[config.mk]
export PLATFORM = sky130hd
export DESIGN_NAME = wires_module
export DESIGN_NICKNAME = d
export VERILOG_FILES = /design/src/rtl/wires_pkg.sv /design/src/rtl/wires_module_debounce.sv /design/src/rtl/wires_module.sv
export SDC_FILE = /design/constraint.sdc
export NUM_CORES = 1
export LEC_CHECK = 0
export ABC_AREA = 1
export ABC_CLOCK_PERIOD_IN_PS = 2120
export BUFFER_PORTS_ARGS = -buffer_cell sky130_fd_sc_hd__buf_2
export CORE_MARGIN = 2
export CORE_UTILIZATION = 35
export CTS_CLUSTER_DIAMETER = 30
export DETAILED_ROUTE_END_ITERATION = 16
export SETUP_SLACK_MARGIN = 0.3
export SYNTH_ARGS = -nofsm -noshare
export SYNTH_HDL_FRONTEND = slang
export SYNTH_SLANG_ARGS = --single-unit
[constraint.sdc]
create_clock -name clock -period 2.12 [get_ports clock]
set_input_delay 0.424 -clock clock [delete_from_list [all_inputs] [get_ports clock]]
set_output_delay 0.424 -clock clock [all_outputs]
set_load 0.01 [all_outputs]
[src/rtl/wires_pkg.sv]
// Shared types and constants for the wires puzzle module.
package wires_pkg;

    localparam int DEFAULT_NUM_WIRES = 6;

    // Encoding is visible on state_out and drives sprite selection.
    typedef enum logic [1:0] {
        IDLE        = 2'd0,
        WAIT_INTACT = 2'd1,
        ARMED       = 2'd2,
        DEFUSED     = 2'd3
    } wires_state_t;

    // Wire that must be cut for each puzzle version, for the default wire count.
    localparam int TARGET_LUT [4] = '{1, 3, DEFAULT_NUM_WIRES - 1, 0};

    // Version 2 always targets the last wire, whatever the wire count.
    function automatic int target_wire(input logic [1:0] ver, input int num_wires);
        if (ver == 2'd2) begin
            return num_wires - 1;
        end
        return TARGET_LUT[ver];
    endfunction

endpackage

[src/rtl/wires_module_debounce.sv]
// Single-bit synchronizer plus stability counter for one wire switch.
// Resets to 1 (intact) so leaving reset never looks like a cut.
module debounce #(
    parameter int DEBOUNCE_CYCLES = 270000
) (
    input  logic clock,
    input  logic reset,
    input  logic raw,
    output logic level
);

    localparam int CNT_W = (DEBOUNCE_CYCLES > 1) ? $clog2(DEBOUNCE_CYCLES) : 1;

    logic             sync_a;
    logic             sync_b;
    logic [CNT_W-1:0] count;

    // Two-flop synchronizer for the asynchronous switch input.
    always_ff @(posedge clock) begin
        // NOTE: non-blocking so sync_b takes the old sync_a; a blocking chain collapses the two flops into one.
        if (!reset) begin
            sync_a <= 1'b1;
            sync_b <= 1'b1;
        end else begin
            sync_a <= raw;
            sync_b <= sync_a;
        end
    end

    // Follow the synchronized value only after it disagrees for DEBOUNCE_CYCLES samples in a row.
    always_ff @(posedge clock) begin
        if (!reset) begin
            level <= 1'b1;
            count <= '0;
        end else if (sync_b == level) begin
            count <= '0;
        end else if (count == CNT_W'(DEBOUNCE_CYCLES - 1)) begin
            level <= sync_b;
            count <= '0;
        end else begin
            count <= count + CNT_W'(1);
        end
    end

endmodule

[src/rtl/wires_module.sv]
// Wires puzzle: debounces the wire switches, arms once all are intact,
// then reports the correct cut as defused and any other new cut as a strike.
module wires_module
    import wires_pkg::*;
#(
    parameter int NUM_WIRES       = DEFAULT_NUM_WIRES,
    parameter int DEBOUNCE_CYCLES = 270000
) (
    input  logic                 clock,
    input  logic                 reset,
    input  logic                 enable,
    input  logic [1:0]           version,
    input  logic [NUM_WIRES-1:0] wires_in,
    output logic                 defused,
    output logic                 strike,
    output logic [1:0]           state_out,
    output logic [NUM_WIRES-1:0] cut_mask
);

    localparam int IDX_W = $clog2(NUM_WIRES);

    wires_state_t         state;
    logic [1:0]           ver_q;
    logic [NUM_WIRES-1:0] w;
    logic [NUM_WIRES-1:0] w_q;
    logic [NUM_WIRES-1:0] cut;
    logic [NUM_WIRES-1:0] new_cut;
    logic [IDX_W-1:0]     tgt;

    for (genvar i = 0; i < NUM_WIRES; i++) begin : g_wire
        debounce #(
            .DEBOUNCE_CYCLES(DEBOUNCE_CYCLES)
        ) u_debounce (
            .clock(clock),
            .reset(reset),
            .raw  (wires_in[i]),
            .level(w[i])
        );
    end

    // Registered 1->0 detection on the debounced wires; reconnections are ignored.
    always_ff @(posedge clock) begin
        if (!reset) begin
            w_q <= '1;
            cut <= '0;
        end else begin
            w_q <= w;
            cut <= w_q & ~w;
        end
    end

    // Target wire for the latched version and cuts not yet recorded since arming.
    always_comb begin
        tgt     = IDX_W'(target_wire(ver_q, NUM_WIRES));
        new_cut = cut & ~cut_mask;
    end

    // Puzzle FSM with registered defused/strike outputs; enable low overrides every state.
    always_ff @(posedge clock) begin
        if (!reset) begin
            state    <= IDLE;
            ver_q    <= '0;
            cut_mask <= '0;
            defused  <= 1'b0;
            strike   <= 1'b0;
        end else begin
            strike <= 1'b0;
            if (!enable) begin
                state   <= IDLE;
                defused <= 1'b0;
            end else begin
                case (state)
                    IDLE: begin
                        state <= WAIT_INTACT;
                    end
                    WAIT_INTACT: begin
                        if (&w) begin
                            state    <= ARMED;
                            ver_q    <= version;
                            cut_mask <= '0;
                        end
                    end
                    ARMED: begin
                        cut_mask <= cut_mask | new_cut;
                        if (new_cut[tgt]) begin
                            state   <= DEFUSED;
                            defused <= 1'b1;
                        end else if (|new_cut) begin
                            strike <= 1'b1;
                        end
                    end
                    DEFUSED: begin
                        cut_mask <= cut_mask | cut;
                        defused  <= 1'b1;
                    end
                    default: begin
                        state <= IDLE;
                    end
                endcase
            end
        end
    end

    assign state_out = state;

endmodule

# Word level (Yosys, flattened, before mapping)
# Cells that the tools add are included.
dict set report word_totals {
  reg_bits 156
  in_bits 11
  out_inout_bits 10
}
dict set report op_classes {
  mux 16
  reduce_logical 24
  order_cmp 2
  add_sub_neg 6
  bitwise 16
  eq_ne 18
}
# op count
set op_table {}
lappend op_table {{adder 19 x 1 -> 19 bit (second input constant)} 6}
lappend op_table {{equality test 19 bit (second input constant)} 6}
lappend op_table {{binary-select mux 32 bit (select 2 bit)} 1}
lappend op_table {{case mux 6 bit (3 select lines)} 1}
lappend op_table {{OR reduction 3 bit} 6}
lappend op_table {{AND reduction 2 bit} 8}
lappend op_table {{bitwise AND 6 bit} 2}
lappend op_table {{2-to-1 mux 3 bit} 4}
lappend op_table {{inverter 6 bit} 2}
lappend op_table {{bitwise OR 6 bit} 2}
lappend op_table {{inverter 1 bit} 9}
lappend op_table {{AND reduction 8 bit} 1}
lappend op_table {{equality test 1 bit} 6}
lappend op_table {{equality test 2 bit (second input constant)} 3}
lappend op_table {{2-to-1 mux 6 bit} 1}
lappend op_table {{case mux 2 bit (3 select lines)} 1}
lappend op_table {{AND reduction 3 bit} 2}
lappend op_table {{AND reduction 6 bit} 1}
lappend op_table {{nonzero test 3 bit} 2}
lappend op_table {{OR reduction 6 bit} 1}
lappend op_table {{< comparator 3 x 4 -> 1 bit (second input constant)} 1}
lappend op_table {{2-to-1 mux 1 bit} 4}
lappend op_table {{2-to-1 mux 2 bit} 2}
lappend op_table {{inequality test 2 bit (second input constant)} 2}
lappend op_table {{8 further kinds} 8}

# Logic depth before layout (Yosys ltp)
dict set report logic_depth {
  ltp_word 9
  ltp_mapped 9
  mapped_depth_nobuf 9
}

# Hierarchy
# From an unflattened synthesis, not the netlist that was laid out.
dict set report hier_totals {
  hier_cells 1022
  area_unflattened_um2 7752.4
}
# mod seq_area_each_um2 area_each_um2 instances cells_each
set modules_own_cells {}
lappend modules_own_cells {{debounce at g_wire[0].u_debounce ...} 440.4 1159.9 4 148}
lappend modules_own_cells {{debounce at g_wire[5].u_debounce} 440.4 1062.3 1 153}
lappend modules_own_cells {{debounce at g_wire[3].u_debounce} 440.4 1051.0 1 147}
lappend modules_own_cells {wires_module 480.5 999.7 1 130}

# Worst setup path after synthesis
# No wires, ideal clock.
dict set report synth_path {
  kind {register -> register}
  startpoint {register g_wire[5].u_debounce.count[0]}
  endpoint {register g_wire[5].u_debounce.count[0]}
  setup_slack_ns 0.556
  t_required_ns 2.001
  arrival_ns 1.445
  n_path_buf 1
  stages_incl_launch_ff 9
  cell_sequence {dfxtp_1 -> ha_1 -> nand3_2 -> or2_4 -> nor2_4 -> nand2_2 -> nand2_4 -> buf_6 -> nor2_1}
}
dict set report synth_via {
  elab_chain_len 2
}
# item line
set synth_rtl {}
lappend synth_rtl {{start, declared} wires_module_debounce.sv:16} ;# logic [CNT_W-1:0] count;
lappend synth_rtl {{start signal, assigned} wires_module_debounce.sv:41} ;# count <= count + CNT_W'(1);
lappend synth_rtl {{branches (longest 2 deep; another with adder 19 x 1 -> 19 bit)} -}
# Parallel ways; which one is timed is not known.
# A chain may end at the register's enable or synchronous reset.

# Final worst setup path
dict set report layout_path {
  startpoint {register g_wire[3].u_debounce.count[0]}
  endpoint {register g_wire[3].u_debounce.count[10]}
}
dict set report layout_via {
  elab_chain_len 2
}
# item line
set layout_rtl {}
lappend layout_rtl {{start, declared} wires_module_debounce.sv:16}
lappend layout_rtl {{start signal, assigned} wires_module_debounce.sv:41}
lappend layout_rtl {{branches (longest 2 deep; another with adder 19 x 1 -> 19 bit)} -}
# Parallel ways; which one is timed is not known.

==> run metrics <==
status finished clean; CP Max Fanout 18; die extent in y 147 µm; # diodes 0; P&R area growth vs syn 14.4%; Top Layer Used met4; clk sinks 156; # DRC 0; measured slew at the worst slew-check pin 0.526 ns; Max Slew Vio Count 0; fin crit share 77.4%; routed wl met2 6450 µm; fmax 609 MHz; first-pass GRT wire length 25,200 µm; post-route ant nets 0; share of the synthesized area in the top cell type 43.5%; Clock Skew 0.0124 ns; RSZ-0062 raised after global routing false; Worst Setup Path Type flop to flop; critical path, cell by cell ha_1, nand2_1, inv_1, nand2_1, nor2_1, nand3_1, nand2_4, nor2_1; vias in the first global route 5,596; multi-input logic area 3690 µm²; Syn. warnings 0; Pwr Total 6.28 mW; relative slew slack 64.9%; vias post-DR 6,137; Clk pin slew, worst setup/hold paths 0.06 ns; DIE AREA 21,700 µm²; Port Buf Inserts 20; Pleak 2.61 nW; Setup Buffers After CTS 0; largest net degree at the start of global routing 20; fill cell count 2,129; worst-skew pair later-pin latency 0.43 ns; worst vdd ir 0.394 mV; Critical Path RT 2.43 ns; Via-to-Cell Ratio 4.65; total track usage 14.0%; initial antenna violation count 0; critical path's slowest cell dfxtp_1; FP Rows 52; power density cells 764 nW/µm²; Clock Path Buffers 2; crit start category flop; Post-synth ARST share 0%; Arr. time, crit path 1.96 ns; DRT met1 WL 7430 µm; CTS tree yes; cts bufs inserted 17; core box area 20,200 µm²; CTS Root Cell clkbuf_16; critical path's largest stage delay 0.39 ns; layout cell share with drive strength beyond 1 10.5%; syn avg cell area 7.17 µm²; routed wl met3 377 µm; Synth Cell Area 7190 µm²; WL final 14,400 µm; gpl congestion 0.843; total negative setup slack 0 ns; Syn Nets 1,024; Post-synth EDFFs 0; cell taking the most area after synthesis dfxtp_1; post-synthesis register bit count 156; final setup fails 0; DPL Wire Length 10,500 µm; CTS H-Tree Depth 4; Routed wire per std cell 10.9 µm; largest cells by area after synthesis dfxtp_1 (43%), nand2_1 (12%), nor2_1 (9.9%); die width 147 µm; post-layout min period 1.64 ns; CP Capture Type flop; Initial Utilization 35.6%; Yosys cell types 32; nets@finish 1,058; Cells after Synth 1,003; Register Area 3120 µm²; number of I/O pins 21; Final Hold Vio Count 0; predominant post-synthesis flop cell dfxtp_1; max_cap viols 0; total grt overflow 0; drt pass-1 iters 5; 1st-iter DRT viols 264; post-synthesis sequential area ratio 43.5%; Hold Path Class primary input to flop
## area by class of cell
class / instances / share of cell area, %
clock buffers: 18 / 5.22
clock inverters: 14 / 2.25
inverters: 89 / 4.06
multi-input cells: 750 / 44.9
flip-flops and latches: 156 / 38.0
well taps: 270 / 4.11
repair buffers: 23 / 1.49
## logic make-up (layout without fill, tap and decap cells)
logic type	after synthesis	after routing	synth area share [%]
simple gates	610	610	37.8
flops	156	156	43.5
buf+inv	97	144	5.61
compound gates	90	90	6.48
xor+xnor	40	40	4.87
fa+ha+maj	10	10	1.74
## cells in the mapped netlist (4+ instances only)
library cell  count
nand2_1         221
nor2_1          190
dfxtp_1         156
o21ai_0          16
xor2_1           19
nand3_1          80
a21oi_1          68
inv_1            89
xnor2_1          21
nor2_2            4
nand2_2           6
nand3b_1          8
or2_2            28
buf_6             4
nor3_1           18
ha_1             10
nand4_1          39
## layer usage
metal / vias to the layer above / track usage, %
li1: 3320 / -
met1: 2753 / 18.5
met2: 55 / 22.6
met3: 9 / 3.48
met4: 0 / 4.52
met5: - / 0
## worst paths after layout
| path | to | slack [ns] | start | cells past startpoint |
|---|---|---|---|---|
| setup / recovery | g_wire[3].u_debounce.count[10]$_SDFF_PP0_ | 0.48 | g_wire[3].u_debounce.count[0]$_SDFF_PP0_ | 8 |
| hold reg to reg | cut[2]$_SDFF_PN0_ | 0.41 | w_q[2]$_SDFF_PN1_ | 2 |
| hold / removal | g_wire[0].u_debounce.sync_a$_SDFF_PN1_ | 0.19 | wires_in[0] | 2 |
| setup reg to reg | g_wire[3].u_debounce.count[10]$_SDFF_PP0_ | 0.48 | g_wire[3].u_debounce.count[0]$_SDFF_PP0_ | 8 |
## report_power, final
group / internal (mW) / leakage, nW / total [mW] / switching [mW]
registers: 2.95 / 1.26 / 2.97 / 0.0181
clock network: 1.88 / 0.295 / 3.15 / 1.27
logic: 0.0577 / 1.06 / 0.157 / 0.0995
total: 4.89 / 2.61 / 6.28 / 1.39
## state kept, by name, indices dropped and copies added, names as in the netlist
| register | count |
|---|---|
| cut | 6 |
| cut_mask | 6 |
| defused | 1 |
| g_wire.u_debounce.count | 114 |
| g_wire.u_debounce.level | 6 |
| g_wire.u_debounce.sync_a | 6 |
| g_wire.u_debounce.sync_b | 6 |
| state_out | 2 |
| strike | 1 |
| ver_q | 2 |
| w_q | 6 |
## cell usage in the layout, fill, tap and decap left out, types with 4 or more instances in the layout
master | Yosys | final
dfxtp_1 | 156 | 155
o21ai_0 | 16 | 16
inv_1 | 89 | 89
nor2_2 | 4 | 4
xnor2_1 | 21 | 21
ha_1 | 10 | 7
nand3_1 | 80 | 80
nand2_4 | 2 | 5
nor2_1 | 190 | 190
xor2_1 | 19 | 19
nand2_1 | 221 | 221
or2_2 | 28 | 28
buf_2 | 1 | 20
a21oi_1 | 68 | 68
nor3_1 | 18 | 17
nand3b_1 | 8 | 8
nand4_1 | 39 | 39
clkbuf_16 | 0 | 17
clkinv_4 | 0 | 4
## critical path: cells and delay by family, from the launching register on
family | cells | cell delay, ns
DFF | 1 | 0.39
adders and majority gates | 1 | 0.23
and+or+nand+nor | 6 | 0.85
buffers and inverters | 1 | 0.06
## repair_timing
item | 4_1_cts | 5_1_grt
hold buffers | 0 | 0
endpoints found under the setup margin | 0 | 85
resized for setup | 0 | 8
## stage by stage
step | hold WS [ns] | area (µm²) | std cells | worst slack (ns) | utilization (%)
after global routing | 0.181 | 8220 | 1320 | 0.303 | 40.8
final | 0.190 | 8220 | 1320 | 0.478 | 40.8
after global placement | 0.396 | 7580 | 1288 | 0.406 | 37.6
after floorplan | 0.392 | 7190 | 1003 | 0.556 | -
after CTS | 0.175 | 8190 | 1320 | 0.366 | 40.6
after detailed placement | 0.398 | 7580 | 1288 | 0.372 | 37.6
Power figures use the tool's default switching activity.
